### src/rtl/plant_sensor_frontend_if.sv
// Actuator handshake between the line-control FSM (plus the servo end-position
// switch) and the plant sensor front end.
//   servo, conveyor : actuator commands from the control FSM
//   servo_ack       : servo end-position switch, synchronous
//   done, error     : servo move complete / timed out (levels)
//   ready           : conveyor settled after a servo cycle
// master = controller/plant side, slave = front-end responder side.
interface plant_sensor_frontend_if;
  logic servo;
  logic conveyor;
  logic servo_ack;
  logic done;
  logic error;
  logic ready;

  modport master (
    output servo,
    output conveyor,
    output servo_ack,
    input  done,
    input  error,
    input  ready
  );

  modport slave (
    input  servo,
    input  conveyor,
    input  servo_ack,
    output done,
    output error,
    output ready
  );
endinterface

### src/rtl/plant_sensor_frontend.sv
// Plant sensor front end: conditions raw sensor pins and actuator feedback into
// clean status/event levels for the line-control FSM.
// Optional build macro: ESTOP_LATCH_EN makes emergency sticky until fault_clear
// is pulsed while the debounced estop is released.
// Ports:
//   clk, rst        : clock, asynchronous active-high reset
//   metal_raw       : raw metal sensor (asynchronous)
//   estop_raw       : raw emergency button (asynchronous)
//   temp_sample/_valid    : temperature ADC result and strobe
//   current_sample/_valid : motor current ADC result and strobe
//   act             : actuator handshake (servo/conveyor in, done/error/ready out)
//   fault_clear     : clears sticky faults
//   metal_detected, emergency, high_temp, temp_normal, overcurrent : status outputs
module plant_sensor_frontend #(
  parameter int unsigned ADC_W           = 8,
  parameter int unsigned DEBOUNCE_CYCLES = 4,
  parameter int unsigned TEMP_HIGH       = 200,
  parameter int unsigned TEMP_LOW        = 180,
  parameter int unsigned OC_LIMIT        = 220,
  parameter int unsigned OC_CYCLES       = 3,
  parameter int unsigned SERVO_TIMEOUT   = 64,
  parameter int unsigned READY_TIME      = 8
) (
  input  logic                 clk,
  input  logic                 rst,
  input  logic                 metal_raw,
  input  logic                 estop_raw,
  input  logic [ADC_W-1:0]     temp_sample,
  input  logic                 temp_valid,
  input  logic [ADC_W-1:0]     current_sample,
  input  logic                 current_valid,
  plant_sensor_frontend_if.slave act,
  input  logic                 fault_clear,
  output logic                 metal_detected,
  output logic                 emergency,
  output logic                 high_temp,
  output logic                 temp_normal,
  output logic                 overcurrent
);

  localparam int unsigned DB_W  = $clog2(DEBOUNCE_CYCLES + 1);
  localparam int unsigned OC_W  = $clog2(OC_CYCLES + 1);
  localparam int unsigned TMR_W = $clog2(SERVO_TIMEOUT + 1);
  localparam int unsigned RDY_W = $clog2(READY_TIME + 1);

  typedef enum logic [1:0] {
    S_IDLE   = 2'd0,
    S_MOVING = 2'd1,
    S_DONE   = 2'd2,
    S_FAULT  = 2'd3
  } servo_state_e;

  // Channel 0 = metal sensor, channel 1 = estop button.
  logic [1:0]            sync1_q, sync2_q;
  logic [1:0]            db_q, db_d;
  logic [1:0][DB_W-1:0]  db_cnt_q, db_cnt_d;

  logic                  emergency_d;

  logic [OC_W-1:0]       oc_cnt_q, oc_cnt_d;
  logic                  overcurrent_d;

  servo_state_e          state_q, state_d;
  logic [TMR_W-1:0]      timer_q, timer_d;
  logic                  done_q, done_d;
  logic                  error_q, error_d;

  logic [RDY_W-1:0]      rdy_cnt_q, rdy_cnt_d;
  logic                  ready_q, ready_d;

  assign metal_detected = db_q[0];
  assign act.done       = done_q;
  assign act.error      = error_q;
  assign act.ready      = ready_q;

  // Debounce: count cycles the synchronized level disagrees with the output.
  always_comb begin
    db_d     = db_q;
    db_cnt_d = '0;
    for (int i = 0; i < 2; i++) begin
      if (sync2_q[i] != db_q[i]) begin
        if (db_cnt_q[i] == DB_W'(DEBOUNCE_CYCLES - 1)) begin
          db_d[i] = sync2_q[i];
        end else begin
          db_cnt_d[i] = db_cnt_q[i] + DB_W'(1);
        end
      end
    end
  end

  // Emergency uses the debouncer's next value so it tracks with no extra cycle.
  always_comb begin
    emergency_d = emergency;
`ifdef ESTOP_LATCH_EN
    if (db_d[1]) begin
      emergency_d = 1'b1;
    end else if (fault_clear && !db_q[1]) begin
      emergency_d = 1'b0;
    end
`else
    emergency_d = db_d[1];
`endif
  end

  // Overcurrent run counter; fault_clear takes priority over a trip.
  always_comb begin
    oc_cnt_d      = oc_cnt_q;
    overcurrent_d = overcurrent;
    if (fault_clear) begin
      oc_cnt_d      = '0;
      overcurrent_d = 1'b0;
    end else if (current_valid) begin
      if (current_sample > ADC_W'(OC_LIMIT)) begin
        if (oc_cnt_q != OC_W'(OC_CYCLES)) begin
          oc_cnt_d = oc_cnt_q + OC_W'(1);
          if (oc_cnt_q == OC_W'(OC_CYCLES - 1)) begin
            overcurrent_d = 1'b1;
          end
        end
      end else begin
        oc_cnt_d = '0;
      end
    end
  end

  // Servo responder next-state; done/error are registered from the next state.
  always_comb begin
    state_d = state_q;
    timer_d = timer_q;
    unique case (state_q)
      S_IDLE: begin
        timer_d = '0;
        if (act.servo) begin
          state_d = S_MOVING;
        end
      end
      S_MOVING: begin
        timer_d = timer_q + TMR_W'(1);
        if (!act.servo) begin
          state_d = S_IDLE;
        end else if (act.servo_ack) begin
          state_d = S_DONE;
        end else if (timer_q == TMR_W'(SERVO_TIMEOUT - 1)) begin
          state_d = S_FAULT;
        end
      end
      S_DONE, S_FAULT: begin
        if (!act.servo) begin
          state_d = S_IDLE;
        end
      end
      default: state_d = S_IDLE;
    endcase
    done_d  = (state_d == S_DONE);
    error_d = (state_d == S_FAULT);
  end

  // Conveyor settle counter, saturating at READY_TIME.
  always_comb begin
    rdy_cnt_d = '0;
    ready_d   = 1'b0;
    if (act.conveyor && !act.servo) begin
      rdy_cnt_d = rdy_cnt_q;
      ready_d   = ready_q;
      if (rdy_cnt_q != RDY_W'(READY_TIME)) begin
        rdy_cnt_d = rdy_cnt_q + RDY_W'(1);
        if (rdy_cnt_q == RDY_W'(READY_TIME - 1)) begin
          ready_d = 1'b1;
        end
      end
    end
  end

  // State registers.
  always_ff @(posedge clk or posedge rst) begin
    if (rst) begin
      sync1_q     <= '0;
      sync2_q     <= '0;
      db_q        <= '0;
      db_cnt_q    <= '0;
      emergency   <= 1'b0;
      oc_cnt_q    <= '0;
      overcurrent <= 1'b0;
      state_q     <= S_IDLE;
      timer_q     <= '0;
      done_q      <= 1'b0;
      error_q     <= 1'b0;
      rdy_cnt_q   <= '0;
      ready_q     <= 1'b0;
    end else begin
      sync1_q     <= {estop_raw, metal_raw};
      sync2_q     <= sync1_q;
      db_q        <= db_d;
      db_cnt_q    <= db_cnt_d;
      emergency   <= emergency_d;
      oc_cnt_q    <= oc_cnt_d;
      overcurrent <= overcurrent_d;
      state_q     <= state_d;
      timer_q     <= timer_d;
      done_q      <= done_d;
      error_q     <= error_d;
      rdy_cnt_q   <= rdy_cnt_d;
      ready_q     <= ready_d;
    end
  end

  // Temperature hysteresis band; holds between thresholds.
  always_ff @(posedge clk or posedge rst) begin
    if (rst) begin
      high_temp   <= 1'b0;
      temp_normal <= 1'b1;
    end else if (temp_valid) begin
      if (temp_sample >= ADC_W'(TEMP_HIGH)) begin
        high_temp   <= 1'b1;
        temp_normal <= 1'b0;
      end else if (temp_sample <= ADC_W'(TEMP_LOW)) begin
        high_temp   <= 1'b0;
        temp_normal <= 1'b1;
      end
    end
  end

endmodule

### src/flat_wrapper.sv
// flat-port wrapper written by rule: the top's interface ports become plain ports
module plant_sensor_frontend_flat 
#(
  parameter int unsigned ADC_W           = 8,
  parameter int unsigned DEBOUNCE_CYCLES = 4,
  parameter int unsigned TEMP_HIGH       = 200,
  parameter int unsigned TEMP_LOW        = 180,
  parameter int unsigned OC_LIMIT        = 220,
  parameter int unsigned OC_CYCLES       = 3,
  parameter int unsigned SERVO_TIMEOUT   = 64,
  parameter int unsigned READY_TIME      = 8
)
  (clk, rst, metal_raw, estop_raw, temp_sample, temp_valid, current_sample, current_valid, fault_clear, metal_detected, emergency, high_temp, temp_normal, overcurrent, act_servo, act_conveyor, act_servo_ack, act_done, act_error, act_ready);
  plant_sensor_frontend_if act_i ();
  input  logic clk;
  input  logic rst;
  input  logic metal_raw;
  input  logic estop_raw;
  input  logic [ADC_W-1:0] temp_sample;
  input  logic temp_valid;
  input  logic [ADC_W-1:0] current_sample;
  input  logic current_valid;
  input  logic fault_clear;
  output logic metal_detected;
  output logic emergency;
  output logic high_temp;
  output logic temp_normal;
  output logic overcurrent;
  input wire logic [$bits(act_i.servo)-1:0] act_servo;
  input wire logic [$bits(act_i.conveyor)-1:0] act_conveyor;
  input wire logic [$bits(act_i.servo_ack)-1:0] act_servo_ack;
  output wire logic [$bits(act_i.done)-1:0] act_done;
  output wire logic [$bits(act_i.error)-1:0] act_error;
  output wire logic [$bits(act_i.ready)-1:0] act_ready;
  assign act_i.servo = act_servo;
  assign act_i.conveyor = act_conveyor;
  assign act_i.servo_ack = act_servo_ack;
  assign act_done = act_i.done;
  assign act_error = act_i.error;
  assign act_ready = act_i.ready;
  plant_sensor_frontend #(.ADC_W(ADC_W), .DEBOUNCE_CYCLES(DEBOUNCE_CYCLES), .TEMP_HIGH(TEMP_HIGH), .TEMP_LOW(TEMP_LOW), .OC_LIMIT(OC_LIMIT), .OC_CYCLES(OC_CYCLES), .SERVO_TIMEOUT(SERVO_TIMEOUT), .READY_TIME(READY_TIME)) u_core (.clk(clk), .rst(rst), .metal_raw(metal_raw), .estop_raw(estop_raw), .temp_sample(temp_sample), .temp_valid(temp_valid), .current_sample(current_sample), .current_valid(current_valid), .act(act_i), .fault_clear(fault_clear), .metal_detected(metal_detected), .emergency(emergency), .high_temp(high_temp), .temp_normal(temp_normal), .overcurrent(overcurrent));
endmodule
### config.mk
export PLATFORM = sky130hd
export DESIGN_NAME = plant_sensor_frontend_flat
export DESIGN_NICKNAME = d
export VERILOG_FILES = /design/src/rtl/plant_sensor_frontend_if.sv /design/src/rtl/plant_sensor_frontend.sv /design/src/flat_wrapper.sv
export SDC_FILE = /design/constraint.sdc
export NUM_CORES = 1
export LEC_CHECK = 0
export CAP_MARGIN = 20
export CORE_MARGIN = 2
export CORE_UTILIZATION = 45
export DETAILED_ROUTE_END_ITERATION = 8
export PLACE_DENSITY = 0.73
export SYNTH_ARGS = -nofsm -noshare
export SYNTH_HDL_FRONTEND = slang
export SYNTH_SLANG_ARGS = --single-unit
### constraint.sdc
create_clock -name clk -period 2.15 [get_ports clk]
set_input_delay 0.215 -clock clk [delete_from_list [all_inputs] [get_ports clk]]
set_output_delay 0.215 -clock clk [all_outputs]
set_load 0.01 [all_outputs]
==> impl_table.tex <==
\begin{tabular}{lr}
\hline
Metric & Value \\
\hline
\multicolumn{2}{l}{\textbf{Clock network}} \\
Clock Sinks & 33 \\
Number of buffers added by the clock tree synthesis step & 5 \\
Number of buffers added to fix hold violations after cts & 0 \\
Maximum buffer depth of the clock tree & 2 \\
Source-to-sink clock delay at the later pin of the worst-skew pair & 0.32 ns \\
Root buffer cell & clkbuf\_4 \\
Number of buffers inserted by post-CTS setup repair & 0 \\
Post-CTS sizing & 0 \\
CTS tree & yes \\
Clock-pin slew reported for the worst setup and hold paths after clock tree synthesis & 0.11 ns \\
H-tree depth & 2 \\
\multicolumn{2}{l}{\textbf{Synth}} \\
Synth area leaders & dfrtp\_1 (53\%), ha\_1 (5.8\%), nand2\_1 (3.5\%), nor2\_1 (3.5\%), o21ai\_0 (3.3\%) \\
EDFF count, synth & 0 \\
Prevailing post-synth register cell & dfrtp\_1 \\
Fraction of registers with async set/reset & 1.000 \\
Adder-cell share of the synthesized area & 0.05785 \\
Gate count of the mapped netlist & between 100 and 150 \\
Count of yosys warnings during synthesis & 0 \\
Post-synth top area share & 0.5289 \\
Mean instance size in the synthesized netlist & 10.74 µm² \\
Xor and xnor area share after synthesis & 0.02314 \\
Proportion of synthesized area in mux cells & 0.04628 \\
Most numerous cell types in the synthesized netlist & dfrtp\_1 (32), nand2\_1 (14), nor2\_1 (14) \\
Simple-gate share of the synthesized area & 0.1736 \\
Number of nets in the synthesized netlist & 174 \\
Share of the synthesized area in compound gates (AO/OA/AOI/OAI) & 0.1273 \\
Post-synthesis cell type with the largest combined area & dfrtp\_1 \\
Most used standard cell by instance count after synthesis & dfrtp\_1 \\
Mapped Area & about 1500 µm² \\
Count of cell types in the netlist & 32 \\
Fraction of the yosys area taken by sequential cells & 0.5463 \\
Largest family of logic cells by synthesized area & simple AND/OR/NAND/NOR gates \\
Flops \& latches, synth & 33 \\
\multicolumn{2}{l}{\textbf{Timing}} \\
Measured slew at the worst slew-check pin & around 0.43 ns \\
RSZ-0062 raised after global routing & no \\
Part of the cycle the worst path needs & 0.7641 \\
Hold violation total from the final report & 0 \\
Number of failing setup endpoints in the final timing report & 0 \\
Slew Limit Headroom & 0.7103 \\
Final period demand of the worst path & 1.643 ns \\
Max-slew violations & 0 \\
Setup total negative slack & 0 ns \\
FMAX & 0.6087 GHz \\
Setup clock skew after layout & 0.01401 ns \\
\multicolumn{2}{l}{\textbf{GRT}} \\
Antenna violations before repair & 0 \\
Global-route wire length before repair & 4381 µm \\
Via count of the first global-routing pass & 1084 \\
Aggregate global routing overflow & 0 \\
Total Routing Usage GR & 0.1579 \\
Maximum number of pins on one net before global-route repair & 34 \\
\multicolumn{2}{l}{\textbf{Critical path}} \\
Endpoint kind of the worst setup timing path & output pin \\
Chain of cells forming the critical path & clkdlybuf4s50\_1 \\
Startpoint of the lowest-slack register-to-register path & u\_core.timer\_q[0]\$\_DFFE\_PP0P\_ \\
Buffers plus inverters on the worst setup path & 1 \\
Element type at the critical path start & flip-flop \\
Master of the slowest instance on the critical path & dfstp\_2 \\
FF-to-FF path depth & 5 \\
Worst flop-to-flop path endpoint & u\_core.timer\_q[6]\$\_DFFE\_PP0P\_ \\
Arrival time of the worst setup path & 1.43 ns \\
Crit-path leading delay family & flip-flops \\
Register-to-register setup slack & 0.67 ns \\
Critical path fanouts, max & 3 \\
WP data required & 1.93 ns \\
Worst Setup Path Type & reg2out \\
Slowest cell delay on critical path & 0.56 ns \\
\multicolumn{2}{l}{\textbf{Power}} \\
Ratio of total power to cell area & around 760 nW/µm² \\
Leakage & 0.8855 nW \\
Worst vdd rail ir drop & 610.8 µV \\
\multicolumn{2}{l}{\textbf{Place}} \\
DP Area & 1901 µm² \\
Weighted congestion at the end of routability-driven global placement & 0.7176 \\
HPWL Detailed & 2077 µm \\
Number of buffers added on ports & 33 \\
\multicolumn{2}{l}{\textbf{Final layout}} \\
Number of nets in the layout & 213 \\
Layout Cell Area excl Fill & around 2000 µm² \\
Filler cell count in the final layout & $\sim$280 \\
Signed area change from the synthesized netlist to the final layout & 31.16\% \\
Share of final-layout standard cells stronger than drive strength 1 & 0.09945 \\
Antenna fix cells & 0 \\
\multicolumn{2}{l}{\textbf{Routing}} \\
1st-iter DRT viols & 46 \\
First-pass DRT Iterations & 5 \\
Via Count & 1122 \\
Routed wire length & 2681 µm \\
Remaining DRCs & 0 \\
Post-DRT Antenna Nets & 0 \\
WL/cell & 11.81 µm \\
Ratio of routed vias to standard cells & 4.943 \\
\multicolumn{2}{l}{\textbf{Floorplanning}} \\
Count of standard-cell rows & 21 \\
Die Outline Area & 3844 µm² \\
Placeable core region & 3284 µm² \\
Height of the die & $\sim$62 µm \\
Starting density of the core & 0.4610 \\
Die width & 62 µm \\
Number of top-level design ports & 34 \\
\multicolumn{2}{l}{\textbf{Min path}} \\
Class of the worst hold path & in2async \\
\multicolumn{2}{l}{\textbf{Flow run}} \\
Max-cap violation count & 0 \\
\multicolumn{2}{l}{\textbf{Run status}} \\
Run status & complete, no violations \\
\hline
\end{tabular}
kinds of logic (layout without fill, tap and decap cells):
family / count (synthesis) / in the layout
simple gates: 51 / 51
fa+ha+maj: 7 / 7
mux: 6 / 6
compound gates: 30 / 30
buf+inv: 10 / 50
flops: 33 / 33
xor+xnor: 4 / 4
layout make-up:
class                           count  area (µm²)  area share
Clock inverter                      1       30.03     0.01512
Inverter                            8       30.03     0.01512
Tap cell                           46       57.56     0.02899
Sequential cell                    33       827.0      0.4165
Multi-Input combinational cell     98       648.1      0.3264
Timing Repair Buffer               34       337.8      0.1701
Clock buffer                        7       55.05     0.02773
report_power, final:
group	total, mW	switching (mW)	internal, mW
sequential	0.750	0.0554	0.695
clock	0.478	0.200	0.278
combinational	0.291	0.117	0.174
routing by layer:
metal  track usage  up-vias  routed length, µm
met1        0.1823      533               1154
met5             0        -                  0
met2        0.2708       12               1432
met3       0.04969        5                 65
met4       0.06383        0                 27
li1              -      572                  -
cell usage in the layout (no fill, tap or decap), drive strengths merged, types with 3 or more instances in the layout:
master,instances
a21oi,7
a22o,4
a31oi,3
clkbuf,7
clkdlybuf4s50,33
dfrtp,32
ha,7
inv,8
mux2,5
nand2,14
nand2b,3
nand3,3
nor2,14
nor2b,6
nor3,4
nor3b,3
o21ai,10
xnor2,4
tightest hold or removal path: cells and delay by family:
family	cells	cell delay (ns)
buf+inv	3	0.81
worst max path at each step:
stage | from | slack, ns | endpoint | cells past startpoint
3_3_place_gp | current_sample[5] | 0.64 | u_core.oc_cnt_q[0]$_DFFE_PP0P_ | 5
2_1_floorplan | u_core.timer_q[0]$_DFFE_PP0P_ | 0.71 | u_core.timer_q[6]$_DFFE_PP0P_ | 5
5_1_grt | u_core.temp_normal$_DFFE_PP1P_ | 0.45 | temp_normal | 1
4_1_cts | u_core.temp_normal$_DFFE_PP1P_ | 0.49 | temp_normal | 1
3_5_place_dp | current_sample[5] | 0.55 | u_core.oc_cnt_q[0]$_DFFE_PP0P_ | 5
6_report | u_core.temp_normal$_DFFE_PP1P_ | 0.51 | temp_normal | 1
through the flow:
| stage | hold WS, ns | worst slack, ns | util | instances | power (mW) |
|---|---|---|---|---|---|
| global placement | 0.3371 | 0.6407 | 0.5787 | 219 | 1.036 |
| detailed placement | 0.3477 | 0.5533 | 0.5787 | 219 | 1.059 |
| floorplan | 0.2464 | 0.7067 | - | 141 | 0.9130 |
| finish | 0.2688 | 0.5071 | 0.6046 | 227 | 1.519 |
| global route | 0.2977 | 0.4476 | 0.6046 | 227 | 1.606 |
| CTS | 0.2807 | 0.4863 | 0.6046 | 227 | 1.541 |
state kept, by name, summed over array words and instances (netlist names):
name                flops
u_core.timer_q          7
u_core.sync2_q          2
u_core.high_temp        1
u_core.db_q             2
u_core.rdy_cnt_q        4
u_core.act.done         1
u_core.sync1_q          2
u_core.oc_cnt_q         2
u_core.act.ready        1
u_core.state_q          2
u_core.db_cnt_q         6
u_core.act.error        1
u_core.overcurrent      1
u_core.temp_normal      1
Power figures use the tool's default switching activity.
